### src/rtl/ps2_host_tx.sv
// ps2_host_tx: host-to-device PS/2 command transmitter.
// Inhibits the bus, issues request-to-send, and shifts out start/8 data LSB-first/odd parity/stop
// on device clock falls. It then checks the device ACK and waits for an idle bus.
// Optional build macro: PS2_TX_RETRY_EN enables one automatic retry of a failed frame.
`timescale 1ns/1ps

module ps2_host_tx #(
    parameter int CLK_HZ         = 50_000_000,
    parameter int INHIBIT_CYCLES = 6000,
    parameter int TIMEOUT_CYCLES = 750_000
) (
    input  logic       clk,
    input  logic       rst_n,
    input  logic [7:0] tx_data,
    input  logic       tx_valid,
    output logic       tx_ready,
    output logic       tx_busy,
    output logic       tx_done,
    output logic       tx_err,
    input  logic       ps2_clk_in,
    input  logic       ps2_data_in,
    output logic       ps2_clk_drive_low,
    output logic       ps2_data_drive_low
);

    // Never inhibit for less than 100 us, whatever INHIBIT_CYCLES says.
    localparam int INHIBIT_MIN = CLK_HZ / 10_000;
    localparam int INHIBIT_EFF = (INHIBIT_CYCLES > INHIBIT_MIN) ? INHIBIT_CYCLES : INHIBIT_MIN;
    localparam int INH_W       = $clog2(INHIBIT_EFF + 1);
    localparam int TO_W        = $clog2(TIMEOUT_CYCLES + 1);
    localparam logic [INH_W-1:0] INH_LAST  = INH_W'(INHIBIT_EFF);
    localparam logic [INH_W-1:0] INH_START = INH_W'(INHIBIT_EFF - 1);
    localparam logic [TO_W-1:0]  TO_LAST   = TO_W'(TIMEOUT_CYCLES - 1);

    typedef enum logic [2:0] {
        ST_IDLE      = 3'd0,
        ST_INHIBIT   = 3'd1,
        ST_REQ       = 3'd2,
        ST_SHIFT     = 3'd3,
        ST_ACK       = 3'd4,
        ST_WAIT_IDLE = 3'd5
    } state_t;

    // Frame after the start bit: {stop, odd parity, data}; bit 0 goes out first.
    function automatic logic [9:0] frame_of(input logic [7:0] b);
        frame_of = {1'b1, ~^b, b};
    endfunction

    state_t             state_r, state_nxt;
    logic               clk_s1_r, clk_s2_r, clk_prev_r, data_s1_r, data_s2_r;
    logic               clk_fall_s, accept_s, abort_s;
    logic [9:0]         shift_r, shift_nxt;
    logic [INH_W-1:0]   inh_ctr_r, inh_ctr_nxt;
    logic [3:0]         bit_ctr_r, bit_ctr_nxt;
    logic [TO_W-1:0]    to_ctr_r, to_ctr_nxt;
    logic               clk_drive_r, clk_drive_nxt, data_drive_r, data_drive_nxt;
    logic               done_r, done_nxt, err_r, err_nxt;
`ifdef PS2_TX_RETRY_EN
    logic [7:0]         byte_r, byte_nxt;
    logic               retry_used_r, retry_used_nxt;
`endif

    assign clk_fall_s         = clk_prev_r & ~clk_s2_r;
    assign accept_s           = tx_valid & (state_r == ST_IDLE);
    assign tx_ready           = (state_r == ST_IDLE);
    assign tx_busy            = (state_r != ST_IDLE);
    assign tx_done            = done_r;
    assign tx_err             = err_r;
    assign ps2_clk_drive_low  = clk_drive_r;
    assign ps2_data_drive_low = data_drive_r;

    // Two-flop synchronisers for the device-driven lines plus the fall-edge history flop.
    always_ff @(posedge clk) begin
        if (!rst_n) begin
            clk_s1_r   <= 1'b1;
            clk_s2_r   <= 1'b1;
            clk_prev_r <= 1'b1;
            data_s1_r  <= 1'b1;
            data_s2_r  <= 1'b1;
        end else begin
            clk_s1_r   <= ps2_clk_in;
            clk_s2_r   <= clk_s1_r;
            clk_prev_r <= clk_s2_r;
            data_s1_r  <= ps2_data_in;
            data_s2_r  <= data_s1_r;
        end
    end

    // State, counters and registered outputs.
    always_ff @(posedge clk) begin
        if (!rst_n) begin
            state_r      <= ST_IDLE;
            shift_r      <= 10'd0;
            inh_ctr_r    <= '0;
            bit_ctr_r    <= 4'd0;
            to_ctr_r     <= '0;
            clk_drive_r  <= 1'b0;
            data_drive_r <= 1'b0;
            done_r       <= 1'b0;
            err_r        <= 1'b0;
`ifdef PS2_TX_RETRY_EN
            byte_r       <= 8'd0;
            retry_used_r <= 1'b0;
`endif
        end else begin
            state_r      <= state_nxt;
            shift_r      <= shift_nxt;
            inh_ctr_r    <= inh_ctr_nxt;
            bit_ctr_r    <= bit_ctr_nxt;
            to_ctr_r     <= to_ctr_nxt;
            clk_drive_r  <= clk_drive_nxt;
            data_drive_r <= data_drive_nxt;
            done_r       <= done_nxt;
            err_r        <= err_nxt;
`ifdef PS2_TX_RETRY_EN
            byte_r       <= byte_nxt;
            retry_used_r <= retry_used_nxt;
`endif
        end
    end

    // Next-state and next-output logic; bus drive changes only in the cycle after a detected fall.
    always_comb begin
        state_nxt      = state_r;
        shift_nxt      = shift_r;
        inh_ctr_nxt    = inh_ctr_r;
        bit_ctr_nxt    = bit_ctr_r;
        to_ctr_nxt     = to_ctr_r;
        clk_drive_nxt  = clk_drive_r;
        data_drive_nxt = data_drive_r;
        done_nxt       = 1'b0;
        err_nxt        = 1'b0;
        abort_s        = 1'b0;
`ifdef PS2_TX_RETRY_EN
        byte_nxt       = byte_r;
        retry_used_nxt = retry_used_r;
`endif
        case (state_r)
            ST_IDLE: begin
                clk_drive_nxt  = 1'b0;
                data_drive_nxt = 1'b0;
                if (accept_s) begin
                    state_nxt     = ST_INHIBIT;
                    shift_nxt     = frame_of(tx_data);
                    inh_ctr_nxt   = '0;
                    clk_drive_nxt = 1'b1;
`ifdef PS2_TX_RETRY_EN
                    byte_nxt       = tx_data;
                    retry_used_nxt = 1'b0;
`endif
                end else begin
                    state_nxt = ST_IDLE;
                end
            end
            ST_INHIBIT: begin
                clk_drive_nxt = 1'b1;
                if (inh_ctr_r == INH_LAST) begin
                    // Start bit is already on the data line; releasing the clock is the request-to-send.
                    clk_drive_nxt = 1'b0;
                    state_nxt     = ST_REQ;
                    to_ctr_nxt    = '0;
                end else begin
                    if (inh_ctr_r == INH_START) begin
                        data_drive_nxt = 1'b1;
                    end else begin
                        data_drive_nxt = data_drive_r;
                    end
                    inh_ctr_nxt = inh_ctr_r + INH_W'(1);
                end
            end
            ST_REQ, ST_SHIFT: begin
                if (clk_fall_s) begin
                    data_drive_nxt = ~shift_r[0];
                    shift_nxt      = {1'b1, shift_r[9:1]};
                    to_ctr_nxt     = '0;
                    if (state_r == ST_REQ) begin
                        bit_ctr_nxt = 4'd1;
                        state_nxt   = ST_SHIFT;
                    end else if (bit_ctr_r == 4'd9) begin
                        // Fall 10 puts the stop bit (released line) out; next fall is the ACK.
                        bit_ctr_nxt = 4'd10;
                        state_nxt   = ST_ACK;
                    end else begin
                        bit_ctr_nxt = bit_ctr_r + 4'd1;
                    end
                end else if (to_ctr_r == TO_LAST) begin
                    abort_s = 1'b1;
                end else begin
                    to_ctr_nxt = to_ctr_r + TO_W'(1);
                end
            end
            ST_ACK: begin
                if (clk_fall_s) begin
                    to_ctr_nxt = '0;
                    if (data_s2_r) begin
                        abort_s = 1'b1;
                    end else begin
                        state_nxt = ST_WAIT_IDLE;
                    end
                end else if (to_ctr_r == TO_LAST) begin
                    abort_s = 1'b1;
                end else begin
                    to_ctr_nxt = to_ctr_r + TO_W'(1);
                end
            end
            ST_WAIT_IDLE: begin
                if (clk_s2_r && data_s2_r) begin
                    done_nxt  = 1'b1;
                    state_nxt = ST_IDLE;
                end else if (clk_fall_s) begin
                    to_ctr_nxt = '0;
                end else if (to_ctr_r == TO_LAST) begin
                    abort_s = 1'b1;
                end else begin
                    to_ctr_nxt = to_ctr_r + TO_W'(1);
                end
            end
            default: begin
                state_nxt      = ST_IDLE;
                clk_drive_nxt  = 1'b0;
                data_drive_nxt = 1'b0;
            end
        endcase

        if (abort_s) begin
            clk_drive_nxt  = 1'b0;
            data_drive_nxt = 1'b0;
`ifdef PS2_TX_RETRY_EN
            if (!retry_used_r) begin
                retry_used_nxt = 1'b1;
                state_nxt      = ST_INHIBIT;
                shift_nxt      = frame_of(byte_r);
                inh_ctr_nxt    = '0;
                clk_drive_nxt  = 1'b1;
            end else begin
                err_nxt   = 1'b1;
                state_nxt = ST_IDLE;
            end
`else
            err_nxt   = 1'b1;
            state_nxt = ST_IDLE;
`endif
        end else begin
            err_nxt = 1'b0;
        end
    end

endmodule

### config.mk
export PLATFORM = sky130hd
export DESIGN_NAME = ps2_host_tx
export DESIGN_NICKNAME = d
export VERILOG_FILES = /design/src/rtl/ps2_host_tx.sv
export SDC_FILE = /design/constraint.sdc
export NUM_CORES = 1
export LEC_CHECK = 0
export CAP_MARGIN = 20
export CELL_PAD_IN_SITES_DETAIL_PLACEMENT = 0
export CELL_PAD_IN_SITES_GLOBAL_PLACEMENT = 1
export CORE_MARGIN = 5
export CORE_UTILIZATION = 25
export DETAILED_ROUTE_END_ITERATION = 7
export PLACE_DENSITY_LB_ADDON = 0.1
export SLEW_MARGIN = 20
export SYNTH_ARGS = -nofsm -noshare
export SYNTH_HDL_FRONTEND = slang
export SYNTH_SLANG_ARGS = --single-unit
### constraint.sdc
create_clock -name clk -period 2.4 [get_ports clk]
set_clock_uncertainty 0.1 [all_clocks]
set_input_delay 0.36 -clock clk [delete_from_list [all_inputs] [get_ports clk]]
set_output_delay 0.36 -clock clk [all_outputs]
set_load 0.005 [all_outputs]
# [After elaboration in Yosys (flattened, before gate mapping)]
# Cells that the tools add are included.
[op_classes] n_reduce_logical=19 n_bitwise=6 addsub=3 n_div=0 eq_ne=19 n_shift=0 mux=37 n_lt_le_gt_ge=0 multipliers=0
[ops] operator="$mux W20" n=4
[ops] operator="$pmux W20 S3" n=1
[ops] operator="$eq A13 B13 Y1 const B" n=2
[ops] operator="$mux W13" n=2
[ops] operator="$pmux W13 S2" n=1
[ops] operator="$mux W3" n=7
[ops] operator="$add A20 B1 Y20 const B" n=1
[ops] operator="$eq A20 B20 Y1 const B" n=1
[ops] operator="$mux W10" n=2
[ops] operator="$pmux W10 S2" n=1
[ops] operator="$ne A2 B2 Y1 const B" n=8
[ops] operator="$pmux W3 S5" n=1
[ops] operator="$add A13 B1 Y13 const B" n=1
[ops] operator="$mux W1" n=13
[ops] operator="$pmux W1 S3" n=3
[ops] operator="$reduce_and A3 Y1" n=3
[ops] operator="$mux W4" n=2
[ops] operator="$reduce_xnor A8 Y1" n=1
[ops] operator="$eq A3 B2 Y1 const B" n=2
[ops] operator="$eq A3 B3 Y1 const B" n=2
[ops] operator="$reduce_and A6 Y1" n=1
[ops] operator="$reduce_bool A3 Y1" n=2
[ops] operator="$reduce_or A2 Y1" n=3
[ops] operator="$add A4 B1 Y4 const B" n=1
[ops] operator="13 further kinds" n=19
[word_totals] register_bits=59 latch_bits=0 ramBits=0 elab_cells=98 mem_bits_ro=0 output_inout_bits=6 n_memories=0

# [Depth between registers and ports, before layout]
[depth] word_depth=6 mapped_depth=9 mapped_depth_nobuf=7

# [Least setup slack after synthesis]
# OpenSTA, ideal clock, no wires.
[synth_timing] kind="reg2reg" startpoint="register state_r[1]" endpoint="register to_ctr_r[9]" path_stages_with_launch=8 n_path_buf=1 period_less_slack_ns=2.140 slack_ns=0.260 setup_ns=0.121 t_required_ns=2.179 arrival_time_ns=1.919 path_cell_list="dfxtp_1 > inv_1 > ha_1 > and2_1 > clkbuf_1 > a221oi_4 > nor2_1 > mux2_2"
[synth_via] elab_chain_cells=4
[synth_rtl] element="start, declared" line="49" rtl="state_t state_r, state_nxt;"
[synth_rtl] element="start signal, assigned" line="106" rtl="state_r <= state_nxt;"
[synth_rtl] element="$eq A3 B2 Y1 or $eq A3 B3 Y1 (tied branches)" line="138" rtl="case (state_r)"
[synth_rtl] element="$reduce_or A3 Y1 (no source line)"
[synth_rtl] element="$reduce_bool A3 Y1 (no source line)"
[synth_rtl] element="$reduce_and A3 Y1 (no source line)"
[synth_rtl] element="end signal, assigned" line="110" rtl="to_ctr_r <= to_ctr_nxt;"
[synth_rtl] element="end, declared" line="55" rtl="logic [TO_W-1:0] to_ctr_r, to_ctr_nxt;"
# Parallel ways exist; a longest one is shown, timed or not.
# A chain may end at the register's enable or synchronous reset.

# [Worst setup path after layout]
[layout_timing] startpoint="register state_r[2]" endpoint="output tx_ready"
[layout_via] elab_chain_cells=1
[layout_rtl] element="$logic_not A3 Y1" line="65" rtl="assign tx_ready = (state_r == ST_IDLE);"
[layout_rtl] element="end, declared" line="16" rtl="output logic tx_ready,"
# No other way between the ends.

==> impl_metrics.env <==
export IMPL_status="complete, no violations"
export IMPL_rsz0062_at_grt="no"
export IMPL_ff2ff_setup_slack_ps=170
export IMPL_period_minus_slack_ps=2290
export IMPL_cts_buffer_depth=2
export IMPL_area_growth_pct=26.7
export IMPL_avgSynthCellArea_um2=8.60
export IMPL_dpl_hpwl_um=6470
export IMPL_cellPowerDensity_nw_per_um2=974
export IMPL_syn_area_um2=3230
export IMPL_std_cell_rows=41
export IMPL_antenna_left=0
export IMPL_cp_max_fo=8
export IMPL_fill_cells=1377
export IMPL_layout_nets=436
export IMPL_worstPathCellList="buf_4 -> or3_4 -> inv_2 -> clkdlybuf4s50_1"
export IMPL_fmax_mhz=436
export IMPL_grt_max_degree=20
export IMPL_met3_usage=0.0304
export IMPL_synth_seq_cells=59
export IMPL_p_leak_nw=1.38
export IMPL_die_w_um=124
export IMPL_pin_count=19
export IMPL_design_die_area_um2=15300
export IMPL_ys_types=63
export IMPL_cts_buffers=9
export IMPL_grt_util_met1=0.169
export IMPL_worst_ep_required_time_ps=1940
export IMPL_core_um2=12600
export IMPL_setup_tns_ps=0
export IMPL_tritoncts="done"
export IMPL_setup_viol=0
export IMPL_async_reset_ff_frac=0
export IMPL_synthFlopType="dfxtp_1"
export IMPL_antenna_found_initial=0
export IMPL_start_util=0.256
export IMPL_h_tree_depth=3
export IMPL_critPathMaxStageDelay_ps=490
export IMPL_cts_sinks=59
export IMPL_drt_iter0_markers=179
export IMPL_use_met2=0.195
export IMPL_syn_num_nets=396
export IMPL_grtUsageTotal=0.125
export IMPL_overflow=0
export IMPL_reg2regPathDepth=7
export IMPL_report_final_slew_viol_count=0
export IMPL_first_pass_iters=4
export IMPL_drv_cap=0
export IMPL_drt_total_wl_um=8850
export IMPL_grt_busiest_layer="met2"
export IMPL_diodes=0
export IMPL_cts_root_buf="clkbuf_16"
export IMPL_cts_setup_buffers=0
export IMPL_timing_slew_headroom=0.594
export IMPL_wl_per_cell_um=15.0
export IMPL_fin_area_um2=4090
export IMPL_dieHeight_um=124
export IMPL_slowest_stage="clkdlybuf4s50_1"
export IMPL_syn_inst=375
export IMPL_place_area_um2=3750
export IMPL_ir_drop_uv=287
export IMPL_end_kind="primary output"
export IMPL_viasPerCell=4.89
export IMPL_critical_path_class="flop to primary output"
export IMPL_hold_class="flop to flop"
export IMPL_numPortBuffers=18
export IMPL_seq_area_frac_synth=0.366
export IMPL_synth_warnings=0
export IMPL_finalHoldViolations=0
export IMPL_critPathLaunchType="flop"
export IMPL_layout_drive_gt1_share=0.157
export IMPL_grt_pass1_wl_um=14800
export IMPL_fin_crit_sh=0.956
export IMPL_num_vias=2892
export IMPL_worstMarginPinSlew_ps=609
export IMPL_holdPathStages=1
export IMPL_clkTransAtPathRegs_ps=50
export IMPL_synth_edf_count=0
export IMPL_grt_pass1_vias=2811
export IMPL_insertion_delay_ps=330
export IMPL_drt_drc_violations_left=0
export IMPL_place_congestion=0.779
export IMPL_worstPathArrival_ps=1830
==> cells in the final DEF, fill, tap and decap left out, types with 2 or more instances in the layout <==
master / count
o221a_2: 2
nor3_1: 8
xor2_1: 4
buf_4: 28
nand2_1: 22
nor4_1: 4
o31ai_1: 12
nand3_1: 15
clkbuf_1: 2
ha_1: 8
xnor2_1: 11
clkbuf_16: 9
a21oi_1: 27
nand3b_1: 2
and3_1: 8
or4b_1: 2
mux2i_1: 9
nand4b_1: 2
or4_1: 9
o21ai_0: 15
o211ai_1: 4
clkinv_2: 2
and4_1: 2
clkdlybuf4s50_1: 18
nor2_1: 41
o32ai_1: 3
and2_1: 3
nand2b_1: 14
dfxtp_1: 59
nand4_1: 6
or3_1: 8
inv_1: 11
nor2b_1: 2
bufinv_16: 2
o22ai_1: 3
a211oi_1: 9
==> state kept, by name, summed over array words and instances, names as in the netlist, 3 cells and up <==
name       flops
bit_ctr_r      4
state_r        3
shift_r       10
to_ctr_r      20
inh_ctr_r     13
==> final timing paths <==
kind / startpoint / to
max reg2reg: inh_ctr_r[0]$_SDFFE_PN0P_ / to_ctr_r[7]$_SDFFE_PN0P_
max: state_r[2]$_SDFFE_PP0P_ / tx_ready
min: clk_s1_r$_SDFF_PN1_ / clk_s2_r$_SDFF_PN1_
min reg2reg: clk_s1_r$_SDFF_PN1_ / clk_s2_r$_SDFF_PN1_
==> kinds of logic after synthesis <==
logic type,share of synthesized area
multiplexers,0.0314
buffers and inverters,0.0442
AO/OA/AOI/OAI,0.202
AND/OR/NAND/NOR,0.284
XOR/XNOR,0.0407
adder cells (fa/ha/maj),0.0310
flip-flops,0.366
==> stage by stage <==
stage                     total power, mW  worst slack (ps)  std cells   util  hold WS [ps]
after floorplan                      2.12               260        375      -           286
after global placement               2.65               103        576  0.298           297
after detailed placement             2.64              88.0        576  0.298           302
after CTS                            4.04              59.8        592  0.322           315
after global routing                 4.26              19.6        592  0.324           317
final                                3.98               107        592  0.324           313
==> layer usage <==
| layer | up-vias | share of wire |
|---|---|---|
| met5 | - | 0 |
| met4 | 0 | 0.016 |
| met3 | 12 | 0.033 |
| met2 | 49 | 0.46 |
| met1 | 1361 | 0.49 |
| li1 | 1470 | - |
==> timing repair <==
item                       CTS  global route
resized for setup            0             4
hold buffers                 0             0
setup endpoints to repair    0             9
==> power by group <==
part	internal [mW]	total [mW]	switching [mW]	leakage, nW
Combinational	0.609	1.44	0.835	0.754
Sequential	1.10	1.18	0.0761	0.479
Clock	0.905	1.36	0.456	0.150
==> cell usage after synthesis (2+ instances only) <==
master	instances	area [um^2]
or4_1	9	67.6
xor2_1	4	35.0
or4b_1	2	20.0
dfxtp_1	59	1180
buf_2	6	30.0
a21oi_1	27	135
o22ai_1	3	18.8
o32ai_1	3	26.3
buf_6	3	33.8
nand3b_1	2	15.0
mux2i_1	9	90.1
nand2b_1	14	87.6
nor3_1	8	40.0
o21ai_0	15	75.1
and4_1	2	17.5
inv_1	11	41.3
ha_1	8	100
xnor2_1	11	96.3
o221a_2	2	22.5
nor4_1	5	31.3
and3_1	8	50.1
and2_1	3	18.8
o31ai_1	12	90.1
nor2_1	41	154
nand4b_1	2	17.5
nand3_1	16	80.1
o211ai_1	4	30.0
clkbuf_1	9	33.8
nand4_1	6	37.5
a211oi_1	9	67.6
nor2b_1	2	12.5
or3_1	8	50.1
nand2_1	22	82.6
==> layout make-up <==
type                       instances  area (um^2)  area share
timing repair buffer              47          410       0.100
tap                              172          215      0.0526
sequential                        59         1180       0.289
multi-input combinational        286         1930       0.471
inverter                          12         45.0      0.0110
clock buffer                      11          233      0.0569
clock inverter                     5         77.6      0.0190
==> worst max-delay path: cells and delay by family, from the launching register on <==
| family | cells | cell delay (ps) |
|---|---|---|
| DFF | 1 | 370 |
| and+or+nand+nor | 1 | 400 |
| buffers and inverters | 3 | 740 |
No activity file was read; power rests on OpenSTA's default activity.
